**src/rtl/wave_dac_pkg.sv**
```systemverilog
// Shared definitions for the waveform DAC serialiser: FSM state encoding,
// frame width and the midscale/unity constants used by the scaler.
package wave_dac_pkg;

  typedef enum logic [1:0] {
    ST_IDLE  = 2'd0,
    ST_LOAD  = 2'd1,
    ST_SHIFT = 2'd2,
    ST_HOLD  = 2'd3
  } state_t;

  localparam int         FRAME_BITS = 16;
  localparam logic [7:0] SAMPLE_MID = 8'h80;
  localparam logic [4:0] UNITY_GAIN = 5'd16;

endpackage

```
**src/rtl/wave_dac_spi_if.sv**
```systemverilog
// Sample-side strobe plus DAC pins and status for wave_dac_spi.
// master = waveform source / observer, slave = the serialiser.
// The gain signal exists only when DAC_SCALE_EN is defined.
interface wave_dac_spi_if;

  logic [7:0] sample_in;
  logic       sample_valid;
`ifdef DAC_SCALE_EN
  logic [4:0] gain;
`endif
  logic       dac_cs_n;
  logic       dac_sclk;
  logic       dac_mosi;
  logic       busy;
  logic       frame_done;
  logic [7:0] drop_cnt;

`ifdef DAC_SCALE_EN
  modport master (
    output sample_in, sample_valid, gain,
    input  dac_cs_n, dac_sclk, dac_mosi, busy, frame_done, drop_cnt
  );
  modport slave (
    input  sample_in, sample_valid, gain,
    output dac_cs_n, dac_sclk, dac_mosi, busy, frame_done, drop_cnt
  );
`else
  modport master (
    output sample_in, sample_valid,
    input  dac_cs_n, dac_sclk, dac_mosi, busy, frame_done, drop_cnt
  );
  modport slave (
    input  sample_in, sample_valid,
    output dac_cs_n, dac_sclk, dac_mosi, busy, frame_done, drop_cnt
  );
`endif

endinterface

```
**src/rtl/wave_dac_scale.sv**
```systemverilog
// Combinational amplitude scaler around midscale.
// code = 128 + floor(((sample-128) * min(gain,16)) / 16).
// With gain clamped to unity the result always stays inside 0..255.
module wave_dac_scale
  import wave_dac_pkg::*;
(
  input  logic [7:0] sample_i,
  input  logic [4:0] gain_i,
  output logic [7:0] code_o
);

  logic signed [8:0]  diff;
  logic        [4:0]  g;
  logic signed [14:0] prod;
  logic signed [14:0] shifted;
  logic signed [14:0] sum;

  assign diff    = $signed({1'b0, sample_i}) - $signed({1'b0, SAMPLE_MID});
  assign g       = (gain_i > UNITY_GAIN) ? UNITY_GAIN : gain_i;
  assign prod    = 15'(diff) * 15'($signed({1'b0, g}));
  // Arithmetic shift gives floor division for negative offsets.
  assign shifted = prod >>> 4;
  assign sum     = shifted + 15'($signed({1'b0, SAMPLE_MID}));
  assign code_o  = 8'(sum);

endmodule

```
**src/rtl/wave_dac_spi.sv**
```systemverilog
// Serialises 8-bit waveform samples into {CTRL_WORD, code, PAD zeros} SPI
// frames for a serial DAC. The source cannot stall, so a one-deep pending
// slot absorbs a sample arriving mid-frame; overwrites are counted.
// Optional feature macro: DAC_SCALE_EN (adds gain input and scaler).
module wave_dac_spi
  import wave_dac_pkg::*;
#(
  parameter int         CLK_DIV   = 4,
  parameter logic [3:0] CTRL_WORD = 4'b0011,
  parameter int         PAD_BITS  = 4
)(
  input  logic          clk,
  input  logic          rst,
  wave_dac_spi_if.slave bus
);

  localparam int FW = 4 + 8 + PAD_BITS;
  localparam int DW = (CLK_DIV > 1) ? $clog2(CLK_DIV) : 1;
  localparam int BW = $clog2(FW);
  localparam logic [DW-1:0] DIV_LAST = DW'(CLK_DIV - 1);
  localparam logic [BW-1:0] BIT_LAST = BW'(FW - 1);

  state_t        state_q;
  logic [FW-1:0] shift_q;
  logic [DW-1:0] div_q;
  logic [BW-1:0] bit_q;
  logic          cs_n_q, sclk_q, mosi_q, busy_q, frame_done_q;
  logic [7:0]    pend_q;
  logic          pend_full_q;
  logic [7:0]    drop_q;

  logic [7:0]    code_d;
  logic          hold_last_d;
  logic          start_d;
  logic [7:0]    start_code_d;
  logic [FW-1:0] frame_d;

`ifdef DAC_SCALE_EN
  wave_dac_scale u_scale (
    .sample_i (bus.sample_in),
    .gain_i   (bus.gain),
    .code_o   (code_d)
  );
`else
  assign code_d = bus.sample_in;
`endif

  // Frame start decision: fresh capture in IDLE, or chaining out of the
  // final HOLD cycle from the pending slot (priority) or a same-cycle strobe.
  always_comb begin
    hold_last_d  = (state_q == ST_HOLD) && (div_q == DIV_LAST);
    start_d      = ((state_q == ST_IDLE) && bus.sample_valid) ||
                   (hold_last_d && (pend_full_q || bus.sample_valid));
    start_code_d = (hold_last_d && pend_full_q) ? pend_q : code_d;
    frame_d      = {CTRL_WORD, start_code_d, {PAD_BITS{1'b0}}};
  end

  // FSM, SCLK divider, bit counter, shift register, pending slot and drop counter.
  always_ff @(posedge clk) begin
    if (rst) begin
      state_q      <= ST_IDLE;
      shift_q      <= '0;
      div_q        <= '0;
      bit_q        <= '0;
      cs_n_q       <= 1'b1;
      sclk_q       <= 1'b0;
      mosi_q       <= 1'b0;
      busy_q       <= 1'b0;
      frame_done_q <= 1'b0;
      pend_q       <= '0;
      pend_full_q  <= 1'b0;
      drop_q       <= '0;
    end else begin
      frame_done_q <= 1'b0;

      // Pending slot: drained on HOLD->LOAD and refilled by a same-cycle
      // strobe without counting a drop; otherwise a busy strobe overwrites.
      if (hold_last_d) begin
        if (pend_full_q) begin
          pend_full_q <= bus.sample_valid;
          if (bus.sample_valid) pend_q <= code_d;
        end
      end else if ((state_q != ST_IDLE) && bus.sample_valid) begin
        pend_q      <= code_d;
        pend_full_q <= 1'b1;
        if (pend_full_q && (drop_q != 8'hFF)) drop_q <= drop_q + 8'd1;
      end

      if (start_d) begin
        state_q <= ST_LOAD;
        shift_q <= frame_d;
        mosi_q  <= frame_d[FW-1];
        cs_n_q  <= 1'b0;
        sclk_q  <= 1'b0;
        busy_q  <= 1'b1;
        div_q   <= '0;
        bit_q   <= '0;
      end else begin
        case (state_q)
          ST_IDLE: ;
          // LOAD counts as the first cycle of bit 15's low phase.
          ST_LOAD, ST_SHIFT: begin
            state_q <= ST_SHIFT;
            if (div_q == DIV_LAST) begin
              div_q <= '0;
              if (!sclk_q) begin
                sclk_q <= 1'b1;
              end else if (bit_q == BIT_LAST) begin
                state_q      <= ST_HOLD;
                cs_n_q       <= 1'b1;
                sclk_q       <= 1'b0;
                mosi_q       <= 1'b0;
                frame_done_q <= (CLK_DIV == 1);
              end else begin
                sclk_q  <= 1'b0;
                shift_q <= shift_q << 1;
                mosi_q  <= shift_q[FW-2];
                bit_q   <= bit_q + 1'b1;
              end
            end else begin
              div_q <= div_q + 1'b1;
            end
          end
          ST_HOLD: begin
            if (hold_last_d) begin
              state_q <= ST_IDLE;
              busy_q  <= 1'b0;
            end else begin
              div_q        <= div_q + 1'b1;
              frame_done_q <= ((int'(div_q) + 1) == (CLK_DIV - 1));
            end
          end
          default: state_q <= ST_IDLE;
        endcase
      end
    end
  end

  assign bus.dac_cs_n   = cs_n_q;
  assign bus.dac_sclk   = sclk_q;
  assign bus.dac_mosi   = mosi_q;
  assign bus.busy       = busy_q;
  assign bus.frame_done = frame_done_q;
  assign bus.drop_cnt   = drop_q;

endmodule
```
**src/flat_wrapper.sv**
```systemverilog
// flat-port wrapper written by rule: the top's interface ports become plain ports
module wave_dac_spi_flat import wave_dac_pkg::*;
#(
  parameter int         CLK_DIV   = 4,
  parameter logic [3:0] CTRL_WORD = 4'b0011,
  parameter int         PAD_BITS  = 4
)
  (clk, rst, bus_sample_in, bus_sample_valid, bus_dac_cs_n, bus_dac_sclk, bus_dac_mosi, bus_busy, bus_frame_done, bus_drop_cnt);
  wave_dac_spi_if bus_i ();
  input  logic clk;
  input  logic rst;
  input wire logic [$bits(bus_i.sample_in)-1:0] bus_sample_in;
  input wire logic [$bits(bus_i.sample_valid)-1:0] bus_sample_valid;
  output wire logic [$bits(bus_i.dac_cs_n)-1:0] bus_dac_cs_n;
  output wire logic [$bits(bus_i.dac_sclk)-1:0] bus_dac_sclk;
  output wire logic [$bits(bus_i.dac_mosi)-1:0] bus_dac_mosi;
  output wire logic [$bits(bus_i.busy)-1:0] bus_busy;
  output wire logic [$bits(bus_i.frame_done)-1:0] bus_frame_done;
  output wire logic [$bits(bus_i.drop_cnt)-1:0] bus_drop_cnt;
  assign bus_i.sample_in = bus_sample_in;
  assign bus_i.sample_valid = bus_sample_valid;
  assign bus_dac_cs_n = bus_i.dac_cs_n;
  assign bus_dac_sclk = bus_i.dac_sclk;
  assign bus_dac_mosi = bus_i.dac_mosi;
  assign bus_busy = bus_i.busy;
  assign bus_frame_done = bus_i.frame_done;
  assign bus_drop_cnt = bus_i.drop_cnt;
  wave_dac_spi #(.CLK_DIV(CLK_DIV), .CTRL_WORD(CTRL_WORD), .PAD_BITS(PAD_BITS)) u_core (.clk(clk), .rst(rst), .bus(bus_i));
endmodule
```
**config.mk**
```make
export PLATFORM = sky130hd
export DESIGN_NAME = wave_dac_spi_flat
export DESIGN_NICKNAME = d
export VERILOG_FILES = /design/src/rtl/wave_dac_pkg.sv /design/src/rtl/wave_dac_spi_if.sv /design/src/rtl/wave_dac_scale.sv /design/src/rtl/wave_dac_spi.sv /design/src/flat_wrapper.sv
export SDC_FILE = /design/constraint.sdc
export NUM_CORES = 1
export LEC_CHECK = 0
export ABC_CLOCK_PERIOD_IN_PS = 4200
export CORE_MARGIN = 8
export CORE_UTILIZATION = 30
export DETAILED_ROUTE_END_ITERATION = 8
export GPL_ROUTABILITY_DRIVEN = 0
export PLACE_DENSITY_LB_ADDON = 0.2
export SLEW_MARGIN = 25
export SYNTH_ARGS = -nofsm -noshare
export SYNTH_HDL_FRONTEND = slang
export SYNTH_SLANG_ARGS = --single-unit
```
**constraint.sdc**
```tcl
create_clock -name clk -period 4.2 [get_ports clk]
set_input_delay 0.42 -clock clk [delete_from_list [all_inputs] [get_ports clk]]
set_output_delay 0.42 -clock clk [all_outputs]
set_load 0.02 [all_outputs]
```
### After elaboration in Yosys (flattened, before gate mapping)

Index checks and enable logic that the tools add are counted.

* reduce and logical (&&, ||, !) cells: 33
* eq/ne operators: 13
* muxes and demuxes: 32
* bitwise logic cells: 3
* $add $sub $neg: 4

Operator list (number)
* two-way mux 14 bit: 5
* two-way mux 8 bit: 5
* == test 32 x 3 -> 1 bit, second input constant: 1
* nonzero test 2 bit: 9
* two-way mux 1 bit: 15
* AND reduction 4 bit: 3
* two-way mux 2 bit: 5
* AND reduction 2 bit: 5
* AND reduction 3 bit: 3
* adder 8 x 1 -> 8 bit, second input constant: 1
* inequality test 8 bit, second input constant: 1
* one-hot mux 2 bit (2 select lines): 2
* == test 2 bit, second input constant: 3
* logical AND 1 bit: 6
* inequality test 2 x 1 -> 1 bit, second input constant: 3
* adder 4 x 1 -> 4 bit, second input constant: 1
* == test 4 bit, second input constant: 1
* inequality test 2 bit, second input constant: 2
* OR reduction 2 bit: 2
* OR reduction 4 bit: 1
* adder 2 x 1 -> 3 bit, second input constant: 1
* inequality test 3 x 1 -> 1 bit, second input constant: 1
* NOT 1 bit: 3
* nonzero test 3 bit: 1
* 4 further kinds: 5

* register bits: 41
* bits of input ports: 11
* output and inout bits: 13
* word-level logic and storage cells: 99

### Logic depth before layout (Yosys ltp)

* depth after elaboration: 6
* mapped depth: 7
* gate-level depth less buffers: 6

### Least setup slack after synthesis

OpenSTA, ideal clock, no wires.

* path kind: register to register
* from: reg u_core.state_q[1]
* to: reg u_core.shift_q[10]
* period minus slack after synthesis: 1.662 ns
* buffers on the path: 1
* cell stages (with the launch flop): 8
* arrival time: 1.567 ns
* setup slack: 2.538 ns
* data required time: 4.105 ns
* library setup time: 0.095 ns
* path through: dfxtp_1 -> inv_1 -> ha_1 -> and3_1 -> and2_2 -> buf_4 -> a21oi_1 -> a221oi_1

* longest elaborated chain between the ends: 6
* elaborated cells on any way between the ends: 17
* those cells by class: 4 x eq/ne; 2 x mux; 11 x reduce/logical

Ends and longest elaborated chain
* start, declared: line wave_dac_spi.sv:23 `state_t state_q;`
* start signal, assigned: line wave_dac_spi.sv:61 `state_q <= ST_IDLE;`
* start signal, assigned: line wave_dac_spi.sv:90 `state_q <= ST_LOAD;`
* start signal, assigned: line wave_dac_spi.sv:103 `state_q <= ST_SHIFT;`
* == test 2 bit: line wave_dac_spi.sv:51 `hold_last_d = (state_q == ST_HOLD) && (div_q == DIV_LAST);`
* logical AND 1 bit: line wave_dac_spi.sv:51
* logical AND 1 bit: line wave_dac_spi.sv:53 `(hold_last_d && (pend_full_q || bus.sample_valid));`
* logical OR 1 bit: line wave_dac_spi.sv:52 `start_d = ((state_q == ST_IDLE) && bus.sample_valid) ||`
* inequality test 2 x 1 -> 1 bit (no line) or nonzero test 2 bit (tied branches)
* AND reduction 4 bit (no line)
* end signal, assigned: line wave_dac_spi.sv:91 `shift_q <= frame_d;`
* end signal, assigned: line wave_dac_spi.sv:116 `shift_q <= shift_q << 1;`
* end, declared: line wave_dac_spi.sv:24 `logic [FW-1:0] shift_q;`

Parallel ways exist; a longest one is shown, timed or not.
A chain may end at the register's enable or synchronous reset.

### Final worst setup path

* from: reg u_core.div_q[0]
* to: reg u_core.bit_q[2]

* longest elaborated chain between the ends: 5
* elaborated cells on any way between the ends: 6
* those cells by class: 1 x eq/ne; 5 x reduce/logical

Ends and longest elaborated chain
* start, declared: line wave_dac_spi.sv:25 `logic [DW-1:0] div_q;`
* start signal, assigned: line wave_dac_spi.sv:121 `div_q <= div_q + 1'b1;`
* start signal, assigned: line wave_dac_spi.sv:129 `div_q <= div_q + 1'b1;`
* == test 2 bit *: line wave_dac_spi.sv:51, wave_dac_spi.sv:104
* logical AND 1 bit: line wave_dac_spi.sv:51
* logical AND 1 bit: line wave_dac_spi.sv:53
* logical OR 1 bit: line wave_dac_spi.sv:52
* OR reduction 2 bit (no line)
* end signal, assigned: line wave_dac_spi.sv:118 `bit_q <= bit_q + 1'b1;`
* end, declared: line wave_dac_spi.sv:26 `logic [BW-1:0] bit_q;`

Mark *: on every way between the ends. The rest lies on a longest branch, timed or not.

==> impl_metrics.tcl <==
set metrics [dict create \
    die_w_um 95.5 \
    ys_types 40 \
    cp_data_required_time_ns 4.38 \
    critical-path-slowest-cell "o21ai_2" \
    synth-seq-area-share 0.433 \
    cp-start-kind "flop" \
    register_area_um2 821 \
    drtIter0Drc 72 \
    mostFrequentLayoutCells "dfxtp_1 (41), nand2_1 (25), clkdlybuf4s50_1 (23), a21oi_1 (22), nor2_1 (19)" \
    final_nets 249 \
    worstPathMaxFanout 18 \
    rsz0062_at_grt "false" \
    end_kind "flop" \
    io_pins 24 \
    finClkSkew_ns 0.00423 \
    dp_cells 301 \
    overflow 0 \
    holdWs_ns 0.470 \
    initial_core_util 0.304 \
    portBuffers 23 \
    drc 0 \
    cp-startpoint "u_core.div_q[0]" \
    numCtsBuffers 5 \
    synth_cells 210 \
    dpl.hpwl_mm 2.87 \
    setup-violations-final 0 \
    rows 29 \
    cts_sinks 41 \
    cts_tree "yes" \
    first_global_vias 1437 \
    critical_path.cell_chain "ha_1, nand2_2, o21ai_2, or2_2, nor3_1" \
    ctsHoldBuffers 0 \
    antenna_cells 0 \
    drt-total-wl_mm 4.14 \
    multiInputGateArea_um2 996 \
    slowest_delay_ns 0.57 \
    htreeDepth 2 \
    slew_headroom 0.346 \
    die_area_mm2 0.00912 \
    vias 1542 \
    dr.pass1.iters 4 \
    clock_path_buffers 2 \
    ys.warnings.count 0 \
    fin_setup_tns_ns 0 \
    syn_nets 228 \
    placed_cell_area_mm2 0.00217 \
    core_mm2 0.00624 \
    async_flop_share 0 \
    final_cell_area_mm2 0.00229 \
    postCtsSetupBuffers 0 \
    worst_slack_ns 2.15 \
    synth_flop_cell "dfxtp_1" \
    nFillCells 664 \
    synth_compound_area_frac 0.183 \
    drv_slew 0 \
    ant_nets 0 \
    grt_pass1_wl_mm 6.82 \
    antenna_found_initial 0 \
    root_buffer "clkbuf_8" \
    die_h_um 95.5 \
    p_leak_nw 0.839 \
    utilization 0.367 \
    synthSimpleGateAreaFrac 0.198 \
    synth_xor_area_frac 0.0139 \
    finalCriticalPeriod_ns 2.05 \
    cts_resized 0 \
    power_density_mw_per_mm2 386 \
    finalCritPeriodShare 0.488 \
    yosys.area_share.adder 0.0462 \
    synth_seq_cells 41 \
    grt_max_degree 26 \
    fmax_mhz 488 \
    path_clk_slew_ns 0.08 \
    fin_cells 309 \
    syn_area_mm2 0.00190 \
    insertion_delay_ns 0.29 \
    via_per_inst 4.99 \
    syn2layout_area_growth_pct 20.8 \
    hold_path_class "flop to flop" \
    path_class "flop to flop" \
    hold_violations 0 \
    min_from "u_core.shift_q[13]" \
    grtUsageTotal 0.0954 \
    arrival_ns 2.23 \
    ir_drop_v 0.000162 \
    status "complete, no violations" \
    syn_area_per_cell_um2 9.03 \
    r2r_start "u_core.div_q[0]" \
    wl_per_cell_um 13.4 \
    synth_top_family_by_area "simple AND/OR/NAND/NOR gates" \
    total_power_uw 883 \
    synth_edf_count 0 \
    muxShareOfSynthArea 0.0845 \
    worst_slew_pin_slew_ns 0.978 \
    layout-drive-gt1-share 0.0690 \
    max-cap-violations 0 \
    layout_commonest_cell "dfxtp_1" \
    dp_slack_ns 1.90 \
]
[flip-flops by register name (all words and copies together) (netlist names)]
register,count
u_core.shift_q,11
u_core.bus.drop_cnt,8
u_core.pend_q,8
u_core.bit_q,4
u_core.div_q,2
u_core.state_q,2
u_core.bus.busy,1
u_core.bus.dac_cs_n,1
u_core.bus.dac_mosi,1
u_core.bus.dac_sclk,1
u_core.bus.frame_done,1
u_core.pend_full_q,1
[layer usage]
| metal | part of all wire | up-vias | track usage |
|---|---|---|---|
| met3 | 0.049 | 7 | 0.0315 |
| met1 | 0.51 | 709 | 0.119 |
| li1 | - | 800 | - |
| met5 | 0 | - | 0 |
| met2 | 0.43 | 26 | 0.146 |
| met4 | 0.014 | 0 | 0.0423 |
[worst max-delay path, delay by kind of cell (launching register included)]
kind,cells,cell delay [ns]
and+or+nand+nor,3,0.61
AOI/OAI and AO/OA,1,0.57
DFF,1,0.39
adders and majority gates,1,0.36
[power by group]
| part | total, mW | switching [mW] | internal, mW |
|---|---|---|---|
| logic | 0.120 | 0.0661 | 0.0542 |
| registers | 0.431 | 0.0161 | 0.415 |
| clock network | 0.332 | 0.138 | 0.194 |
| total | 0.883 | 0.220 | 0.663 |
[cells in the mapped netlist (4+ instances only)]
library cell	instances	share of area
mux2i_1	16	0.084
a221oi_1	7	0.032
o21ai_0	7	0.018
a21oi_1	22	0.058
nand2_1	25	0.050
or4_1	4	0.016
nand3_1	6	0.016
clkbuf_1	4	0.0079
nor2_1	19	0.038
ha_1	7	0.046
dfxtp_1	41	0.43
inv_1	6	0.012
[cell families after synthesis]
kind of cell / count (synthesis)
AND/OR/NAND/NOR: 74
AO/OA/AOI/OAI: 53
flip-flops: 41
buffers and inverters: 16
multiplexers: 16
adder cells (fa/ha/maj): 7
XOR/XNOR: 3
[layout make-up]
| cell class | count | area share |
|---|---|---|
| Sequential cell | 41 | 0.358 |
| Inverter | 6 | 0.00984 |
| Tap cell | 77 | 0.0421 |
| Clock inverter | 1 | 0.0131 |
| Timing Repair Buffer | 24 | 0.104 |
| Clock buffer | 7 | 0.0377 |
| Multi-Input combinational cell | 153 | 0.435 |
[worst paths after layout]
check        slack [ns]                  to  cells after the start
max reg2reg        2.15     u_core.bit_q[2]                      5
max                2.15     u_core.bit_q[2]                      5
min                0.47  u_core.shift_q[14]                      2
min reg2reg        0.47  u_core.shift_q[14]                      2
No activity file was read; power rests on OpenSTA's default activity.
